[src/rtl/fft_pkg.sv]
// Shared constants and the W+1 -> W narrowing helpers for the radix-2 butterfly datapath.
package fft_pkg;

    localparam int LAT = 4;

    localparam logic MODE_DIT = 1'b0;
    localparam logic MODE_DIF = 1'b1;

    // Widest component the narrowing helpers handle; callers sign-extend into wide_t.
    localparam int NARROW_MAX_W = 32;
    typedef logic signed [NARROW_MAX_W:0] wide_t;

    function automatic logic narrow_ovf(input wide_t x, input int w, input logic scale);
        wide_t hi;
        wide_t lo;
        hi = (wide_t'(1) <<< (w - 1)) - wide_t'(1);
        lo = -(wide_t'(1) <<< (w - 1));
        return !scale && ((x > hi) || (x < lo));
    endfunction

    // scale: floor /2, which always fits. Otherwise keep the low w bits, or clamp when sat_en.
    function automatic wide_t sat_narrow(input wide_t x, input int w, input logic scale,
                                         input logic sat_en);
        wide_t hi;
        wide_t lo;
        wide_t r;
        hi = (wide_t'(1) <<< (w - 1)) - wide_t'(1);
        lo = -(wide_t'(1) <<< (w - 1));
        if (scale) begin
            r = x >>> 1;
        end else if (sat_en && narrow_ovf(x, w, 1'b0)) begin
            r = (x < 0) ? lo : hi;
        end else begin
            r = (x <<< (NARROW_MAX_W + 1 - w)) >>> (NARROW_MAX_W + 1 - w);
        end
        return r;
    endfunction

endpackage

[src/rtl/cmul_pipe.sv]
// Two-stage complex multiplier: first stage registers the four partial products, second stage
// combines them, rounds half-up and keeps the Q1.(W-1) result. Advances only when i_en.
module cmul_pipe #(
    parameter int W  = 16,
    parameter int TW = 16
) (
    input  logic                 clk,
    input  logic                 i_en,
    input  logic signed [W-1:0]  i_br,
    input  logic signed [W-1:0]  i_bc,
    input  logic signed [TW-1:0] i_twr,
    input  logic signed [TW-1:0] i_twc,
    output logic signed [W-1:0]  o_re,
    output logic signed [W-1:0]  o_im
);

    localparam int PW = W + TW;
    localparam logic signed [PW:0] RND = (PW + 1)'(1) <<< (TW - 2);

    logic signed [PW-1:0] r_rr_p2, r_ii_p2, r_ri_p2, r_ir_p2;
    logic signed [PW:0]   w_re, w_im;
    logic signed [W-1:0]  r_re_p3, r_im_p3;

    // S2: partial products
    always_ff @(posedge clk) begin
        if (i_en) begin
            r_rr_p2 <= PW'(i_br) * PW'(i_twr);
            r_ii_p2 <= PW'(i_bc) * PW'(i_twc);
            r_ri_p2 <= PW'(i_br) * PW'(i_twc);
            r_ir_p2 <= PW'(i_bc) * PW'(i_twr);
        end
    end

    // S3: combine, round half-up, take bits [W+TW-2:TW-1]
    always_comb begin
        w_re = (PW + 1)'(r_rr_p2) - (PW + 1)'(r_ii_p2) + RND;
        w_im = (PW + 1)'(r_ri_p2) + (PW + 1)'(r_ir_p2) + RND;
    end

    always_ff @(posedge clk) begin
        if (i_en) begin
            r_re_p3 <= W'(w_re >>> (TW - 1));
            r_im_p3 <= W'(w_im >>> (TW - 1));
        end
    end

    assign o_re = r_re_p3;
    assign o_im = r_im_p3;

endmodule

[src/rtl/butterfly_pipe.sv]
// Fully pipelined radix-2 complex butterfly, DIT or DIF chosen per beat, 4-cycle latency, global stall.
// Define BFLY_SAT_EN to clamp overflowing components and flag them on o_ovf; otherwise results wrap.
module butterfly_pipe
    import fft_pkg::*;
#(
    parameter int W     = 16,
    parameter int TW    = 16,
    parameter int TAG_W = 8,
    parameter int SCALE = 0
) (
    input  logic                 clk,
    input  logic                 rst,
    input  logic                 i_valid,
    output logic                 i_ready,
    input  logic                 i_mode,
    input  logic signed [W-1:0]  i_ra,
    input  logic signed [W-1:0]  i_ca,
    input  logic signed [W-1:0]  i_rb,
    input  logic signed [W-1:0]  i_cb,
    input  logic signed [TW-1:0] i_tw_r,
    input  logic signed [TW-1:0] i_tw_c,
    input  logic [TAG_W-1:0]     i_tag,
    output logic                 o_valid,
    input  logic                 o_ready,
    output logic signed [W-1:0]  o_ra,
    output logic signed [W-1:0]  o_ca,
    output logic signed [W-1:0]  o_rb,
    output logic signed [W-1:0]  o_cb,
    output logic [TAG_W-1:0]     o_tag,
    output logic                 o_ovf
);

`ifdef BFLY_SAT_EN
    localparam logic SAT_EN = 1'b1;
`else
    localparam logic SAT_EN = 1'b0;
`endif
    localparam logic SCL = (SCALE != 0);

    logic w_en;
    logic signed [W:0]    w_sr, w_sc, w_dr, w_dc;
    logic signed [W-1:0]  w_sr_n, w_sc_n, w_dr_n, w_dc_n;
    logic signed [W-1:0]  r_ar_p1, r_ac_p1, r_br_p1, r_bc_p1;
    logic signed [TW-1:0] r_twr_p1, r_twc_p1;
    logic signed [W-1:0]  r_ar_p2, r_ac_p2, r_ar_p3, r_ac_p3;
    logic [TAG_W-1:0]     r_tag_p1, r_tag_p2, r_tag_p3, r_tag_p4;
    logic                 r_vld_p1, r_vld_p2, r_vld_p3, r_vld_p4;
    logic                 r_mode_p1, r_mode_p2, r_mode_p3;
    logic signed [W-1:0]  w_pr_p3, w_pi_p3;
    logic signed [W:0]    w_xr, w_xc, w_yr, w_yc;
    logic signed [W-1:0]  w_ra_s4, w_ca_s4, w_rb_s4, w_cb_s4;
    logic signed [W-1:0]  r_ra_p4, r_ca_p4, r_rb_p4, r_cb_p4;

    // The whole pipe freezes only while a finished beat waits on the consumer.
    assign w_en    = ~(r_vld_p4 & ~o_ready);
    assign i_ready = w_en;

    // S1: DIF pre-add/subtract, narrowed back to W
    always_comb begin
        w_sr   = (W + 1)'(i_ra) + (W + 1)'(i_rb);
        w_sc   = (W + 1)'(i_ca) + (W + 1)'(i_cb);
        w_dr   = (W + 1)'(i_ra) - (W + 1)'(i_rb);
        w_dc   = (W + 1)'(i_ca) - (W + 1)'(i_cb);
        w_sr_n = W'(sat_narrow(wide_t'(w_sr), W, SCL, SAT_EN));
        w_sc_n = W'(sat_narrow(wide_t'(w_sc), W, SCL, SAT_EN));
        w_dr_n = W'(sat_narrow(wide_t'(w_dr), W, SCL, SAT_EN));
        w_dc_n = W'(sat_narrow(wide_t'(w_dc), W, SCL, SAT_EN));
    end

    always_ff @(posedge clk) begin
        if (w_en) begin
            r_ar_p1  <= (i_mode == MODE_DIF) ? w_sr_n : i_ra;
            r_ac_p1  <= (i_mode == MODE_DIF) ? w_sc_n : i_ca;
            r_br_p1  <= (i_mode == MODE_DIF) ? w_dr_n : i_rb;
            r_bc_p1  <= (i_mode == MODE_DIF) ? w_dc_n : i_cb;
            r_twr_p1 <= i_tw_r;
            r_twc_p1 <= i_tw_c;
            r_tag_p1 <= i_tag;
            r_ar_p2  <= r_ar_p1;
            r_ac_p2  <= r_ac_p1;
            r_tag_p2 <= r_tag_p1;
            r_ar_p3  <= r_ar_p2;
            r_ac_p3  <= r_ac_p2;
            r_tag_p3 <= r_tag_p2;
        end
    end

    always_ff @(posedge clk or negedge rst) begin
        if (!rst) begin
            r_vld_p1  <= 1'b0;
            r_vld_p2  <= 1'b0;
            r_vld_p3  <= 1'b0;
            r_mode_p1 <= MODE_DIT;
            r_mode_p2 <= MODE_DIT;
            r_mode_p3 <= MODE_DIT;
        end else if (w_en) begin
            r_vld_p1  <= i_valid;
            r_vld_p2  <= r_vld_p1;
            r_vld_p3  <= r_vld_p2;
            r_mode_p1 <= i_mode;
            r_mode_p2 <= r_mode_p1;
            r_mode_p3 <= r_mode_p2;
        end
    end

    // S2/S3: B*W for DIT, (A-B)*W for DIF
    cmul_pipe #(
        .W  (W),
        .TW (TW)
    ) u_cmul (
        .clk   (clk),
        .i_en  (w_en),
        .i_br  (r_br_p1),
        .i_bc  (r_bc_p1),
        .i_twr (r_twr_p1),
        .i_twc (r_twc_p1),
        .o_re  (w_pr_p3),
        .o_im  (w_pi_p3)
    );

    // S4: DIT post-add/subtract; DIF results pass straight to the output register
    always_comb begin
        w_xr = (W + 1)'(r_ar_p3) + (W + 1)'(w_pr_p3);
        w_xc = (W + 1)'(r_ac_p3) + (W + 1)'(w_pi_p3);
        w_yr = (W + 1)'(r_ar_p3) - (W + 1)'(w_pr_p3);
        w_yc = (W + 1)'(r_ac_p3) - (W + 1)'(w_pi_p3);
        if (r_mode_p3 == MODE_DIF) begin
            w_ra_s4 = r_ar_p3;
            w_ca_s4 = r_ac_p3;
            w_rb_s4 = w_pr_p3;
            w_cb_s4 = w_pi_p3;
        end else begin
            w_ra_s4 = W'(sat_narrow(wide_t'(w_xr), W, SCL, SAT_EN));
            w_ca_s4 = W'(sat_narrow(wide_t'(w_xc), W, SCL, SAT_EN));
            w_rb_s4 = W'(sat_narrow(wide_t'(w_yr), W, SCL, SAT_EN));
            w_cb_s4 = W'(sat_narrow(wide_t'(w_yc), W, SCL, SAT_EN));
        end
    end

    always_ff @(posedge clk or negedge rst) begin
        if (!rst) begin
            r_vld_p4 <= 1'b0;
            r_ra_p4  <= '0;
            r_ca_p4  <= '0;
            r_rb_p4  <= '0;
            r_cb_p4  <= '0;
            r_tag_p4 <= '0;
        end else if (w_en) begin
            r_vld_p4 <= r_vld_p3;
            r_ra_p4  <= w_ra_s4;
            r_ca_p4  <= w_ca_s4;
            r_rb_p4  <= w_rb_s4;
            r_cb_p4  <= w_cb_s4;
            r_tag_p4 <= r_tag_p3;
        end
    end

    assign o_valid = r_vld_p4;
    assign o_ra    = r_ra_p4;
    assign o_ca    = r_ca_p4;
    assign o_rb    = r_rb_p4;
    assign o_cb    = r_cb_p4;
    assign o_tag   = r_tag_p4;

`ifdef BFLY_SAT_EN
    logic w_ovf_s1, w_ovf_s4;
    logic r_ovf_p1, r_ovf_p2, r_ovf_p3, r_ovf_p4;

    // A beat is flagged if any component clamped at either narrowing point.
    always_comb begin
        w_ovf_s1 = (i_mode == MODE_DIF) &
                   (narrow_ovf(wide_t'(w_sr), W, SCL) | narrow_ovf(wide_t'(w_sc), W, SCL) |
                    narrow_ovf(wide_t'(w_dr), W, SCL) | narrow_ovf(wide_t'(w_dc), W, SCL));
        w_ovf_s4 = (r_mode_p3 == MODE_DIT) &
                   (narrow_ovf(wide_t'(w_xr), W, SCL) | narrow_ovf(wide_t'(w_xc), W, SCL) |
                    narrow_ovf(wide_t'(w_yr), W, SCL) | narrow_ovf(wide_t'(w_yc), W, SCL));
    end

    always_ff @(posedge clk or negedge rst) begin
        if (!rst) begin
            r_ovf_p1 <= 1'b0;
            r_ovf_p2 <= 1'b0;
            r_ovf_p3 <= 1'b0;
            r_ovf_p4 <= 1'b0;
        end else if (w_en) begin
            r_ovf_p1 <= w_ovf_s1;
            r_ovf_p2 <= r_ovf_p1;
            r_ovf_p3 <= r_ovf_p2;
            r_ovf_p4 <= r_ovf_p3 | w_ovf_s4;
        end
    end

    assign o_ovf = r_ovf_p4;
`else
    assign o_ovf = 1'b0;
`endif

endmodule

[config.mk]
export PLATFORM = sky130hd
export DESIGN_NAME = butterfly_pipe
export DESIGN_NICKNAME = d
export VERILOG_FILES = /design/src/rtl/fft_pkg.sv /design/src/rtl/cmul_pipe.sv /design/src/rtl/butterfly_pipe.sv
export SDC_FILE = /design/constraint.sdc
export NUM_CORES = 2
export LEC_CHECK = 0
export BUFFER_PORTS_ARGS = -buffer_cell sky130_fd_sc_hd__clkbuf_2
export CAP_MARGIN = 10
export CORE_MARGIN = 4
export CORE_UTILIZATION = 35
export DETAILED_ROUTE_END_ITERATION = 12
export MAX_ROUTING_LAYER = met4
export SETUP_SLACK_MARGIN = 0.15
export SLEW_MARGIN = 20
export SYNTH_ARGS = -nofsm -noshare
export SYNTH_HDL_FRONTEND = slang
export SYNTH_HIERARCHICAL = 1
export SYNTH_SLANG_ARGS = --single-unit
[constraint.sdc]
create_clock -name clk -period 40.8 [get_ports clk]
set_input_delay 8.16 -clock clk [delete_from_list [all_inputs] [get_ports clk]]
set_output_delay 8.16 -clock clk [all_outputs]
set_load 0.1 [all_outputs]
# Word-level counts from Yosys, hierarchy flattened
# Index checks and enable logic that the tools add are counted.
word_totals:
  out_inout_bits: 75
  ff_bits: 419
  wordCells: 58
  in_bits: 109
op_classes:
  addsub: 12
  n_bitwise: 3
  multipliers: 4
  muxes: 8
ops:
  columns: ["operator", "count"]
  rows:
  - ["$mux 16", 8]
  - ["$mul 16x16->31", 4]
  - ["$add 16x16->16", 4]
  - ["$sub 16x16->16", 4]
  - ["$add 31x16->31 const B", 2]
  - ["$add 31x31->31", 1]
  - ["$sub 31x31->31", 1]
  - ["$not 1->1", 2]
  - ["$and 1x1->1", 1]

# Logic depth before layout (Yosys ltp)
depth:
  word_depth: 3
  ltp_mapped: 25
  mapped_depth_nobuf: 23

# Hierarchy
# Netlist, hierarchy kept.
by_module_without_submodules:
  columns: ["module", "seq_area_each_um2", "n_inst", "cells_per_inst", "area_per_inst_um2"]
  rows:
  - ["cmul_pipe", 4684.5, 1, 4802, 46080.4]
  - ["butterfly_pipe", 7502.2, 1, 1540, 15322.2]

# Least setup slack after synthesis
# OpenSTA, ideal clock, no wires.
synth_path:
  path_kind: "input-to-output"
  startpoint: "in o_ready"
  endpoint: "out i_ready"
  t_arrival_ns: 18.908
  slack_ns: 13.732
  path_buffers: 3
  required_time_ns: 32.640
  stages: 5
  cell_sequence: "nor2b_1 > clkbuf_1 > clkinv_1 > clkbuf_1 > clkbuf_1"
synth_between:
  elab_chain_len: 3
synth_lines:
  columns: ["element", "line_no", "text"]
  rows:
  - ["start: declaration", "butterfly_pipe.sv:24", "input logic o_ready,"]
  - ["$not 1->1", "butterfly_pipe.sv:55", "assign w_en = ~(r_vld_p4 & ~o_ready);"]
  - ["$and 1x1->1", "butterfly_pipe.sv:55", null]
  - ["$not 1->1", "butterfly_pipe.sv:55", null]
  - ["end: declaration", "butterfly_pipe.sv:14", "output logic i_ready,"]
# No other way between the ends.

# Worst setup path after layout
# Ends and elaborated chain as after synthesis.

==> impl_metrics.py <==
metrics = {
    "routing": {
        "drt_wl_total_um": 151000,
        "drc_errors": 0,
        "wl_met1_um": 68000,
        "first_pass_iters": 6,
        "drtAntennaViolNets": 0,
        "wl_met2_um": 70800,
        "dr.max_layer_used": "met4",
        "drtIter0Drc": 2501,
        "viasPerCell": 4.88,
        "post_drt_wl_per_cell_um": 17.3,
        "wl_met3_um": 6540,
        "vias": 42700,
    },
    "critical_path": {
        "crit_path_end_kind": "primary output",
        "reg2reg_depth": 21,
        "cp_max_fo": 108,
        "cp_slowest_cell": "clkbuf_2",
        "crit_arrival_ns": 9.40,
        "critPathKind": "primary input to primary output",
        "cp-start-kind": "primary input",
        "cp-startpoint": "o_ready",
        "critPathMaxStageDelay_ns": 0.57,
        "crit_required_ns": 32.64,
        "critPathMostFrequentCell": "clkbuf_2",
        "path_cells": "clkbuf_2 -> nor2b_4 -> inv_8 -> clkbuf_2",
        "r2r_start": "r_br_p1[12]$_DFFE_PN_",
    },
    "timing": {
        "clock-skew-final_ns": 0.0194,
        "min_period_over_period": 0.430,
        "tightest_slew_ns": 1.13,
        "finalMaxSlewViolations": 0,
        "min_period_ns": 17.56,
        "rsz0062_at_grt": "false",
        "finalSetupViolCount": 0,
        "clock.fmax_mhz": 57.0,
        "hold_viol": 0,
        "fin_tns_setup_ns": 0,
        "max_slew_margin": 0.236,
    },
    "yosys": {
        "synthArstFlopShare": 0.189,
        "netlist-cell-type-count": 88,
        "ys_seq_elements": 419,
        "synth_area_um2": 61400,
        "synthFlopType": "edfxtp_1",
        "synth_top_cell_by_area": "fa_1",
        "synthTopCellsByArea": "fa_1 34%, edfxtp_1 17%, ha_1 11%",
        "synth_nets": 8037,
        "syn_area_per_cell_um2": 9.68,
        "netlist_instances": 6342,
        "synth_edf_count": 340,
        "ys.warnings.count": 6,
        "synth_seq_area_share": 0.198,
        "synth_top_area_share": 0.336,
    },
    "global_route": {
        "grt_overflow": 0,
        "grt_max_degree": 109,
        "grt_antenna_before_repair": 11,
        "grt_pass1_vias": 44800,
        "grt_first_pass_wirelength_um": 245000,
        "grtUsageTotal": 0.174,
    },
    "cells_and_area": {
        "final_cell_mix": "1,309 x inv_1, 1,032 x fa_1, 654 x nand2_1",
        "final_layout_size_suffix_gt1_frac": 0.0592,
        "nets": 8073,
        "final_common_cell": "inv_1",
        "area_growth_pct": 8.49,
    },
    "clock_network": {
        "htreeDepth": 2,
        "cts_hold_buf": 0,
        "clk_latency_ns": 0.64,
        "cts_tree": "built",
        "cts_root_buf": "clkbuf_16",
        "cts_resized": 0,
        "postCtsSetupBuffers": 0,
        "cts_made_buffers": 52,
        "clkTransAtPathRegs_ns": 0.06,
        "clock_path_buffers": 3,
        "clkSinkCount": 419,
    },
    "min_path": {
        "hold_depth": 0,
        "min-delay-path-class": "flip-flop to flip-flop",
        "hold_start": "r_ac_p1[5]$_DFFE_PN_",
    },
    "floorplanning": {
        "dieArea_um2": 182000,
        "rows": 153,
        "fp.dieW_um": 427,
        "die_y_um": 427,
        "coreArea_um2": 174000,
        "pin_count": 184,
        "initial_core_util": 0.352,
    },
    "run_status": {
        "run_status": "completed",
    },
    "placement": {
        "io_buffers": 182,
        "place_congestion": 0.894,
        "hpwl_um": 116000,
    },
    "run": {
        "maxCapViolations": 0,
    },
}
## worst paths after layout
path                                                end  slack, ns
setup / recovery                                i_ready      23.24
hold / removal                     r_ac_p2[5]$_DFFE_PN_       0.41
setup reg to reg           u_cmul/r_ri_p2[29]$_DFFE_PP_      33.49
hold reg to reg                    r_ac_p2[5]$_DFFE_PN_       0.41
max in group asynchronous         r_mode_p3$_DFFE_PN0N_      32.30
min in group asynchronous           o_cb[8]$_DFFE_PN0N_       7.35
## synth_stat cells, drive strengths merged, types with 42 or more instances
master	count
nand3	42
xor2	58
clkbuf	259
nand2b	62
xnor2	207
fa	1032
o21a	48
and2	485
dfrtp	79
ha	554
nor2	263
nor3	47
inv	1311
edfxtp	340
nand2	654
a21o	72
o21ai	180
a21oi	258
## area by class of cell
type | instances | area, µm²
Antenna cell | 7 | 17.5
Clock buffer | 64 | 1400
Clock inverter | 33 | 429
Fill cell | 17500 | 108000
Inverter | 1312 | 4930
Multi-Input combinational cell | 4335 | 43300
Sequential cell | 419 | 12200
Tap cell | 2325 | 2910
Timing Repair Buffer | 258 | 1490
## through the flow
step | hold WS [ns] | util | setup slack [ns] | instance area (µm²) | instances
6_report | 0.413 | 0.382 | 23.24 | 66600 | 8753
5_1_grt | 0.421 | 0.382 | 23.18 | 66600 | 8750
4_1_cts | 0.418 | 0.382 | 23.24 | 66600 | 8746
3_5_place_dp | 0.405 | 0.372 | 23.25 | 64800 | 8649
3_3_place_gp | 0.403 | 0.372 | 23.25 | 64800 | 8649
2_1_floorplan | 0.400 | - | 13.73 | 61400 | 6342
## critical path: cells and delay by family
| kind | cells | cell delay, ns |
|---|---|---|
| buf+inv | 3 | 1.12 |
| simple gates | 1 | 0.06 |
## cell families after synthesis
logic type,Yosys count,share of synthesized area
compound gates,784,0.0809
xor+xnor,265,0.0378
fa+ha+maj,1586,0.449
buf+inv,1588,0.0972
flops,419,0.198
mux,21,0.00350
other cells,1,0.0000611
simple gates,1678,0.133
## flip-flops by register name (all words and copies together) (netlist names), 31 cells and up
signal          count
u_cmul/r_ri_p2     31
u_cmul/r_ir_p2     31
u_cmul/r_rr_p2     31
u_cmul/r_ii_p2     31
## layer usage
layer	global-route usage	up-vias
met3	0.0156	155
li1	-	19800
met1	0.232	21800
met5	-	-
met4	0.0591	0
met2	0.280	949
Power is not shown: default switching activity piles up to over one toggle a cycle in this logic, so the estimate is an artifact.
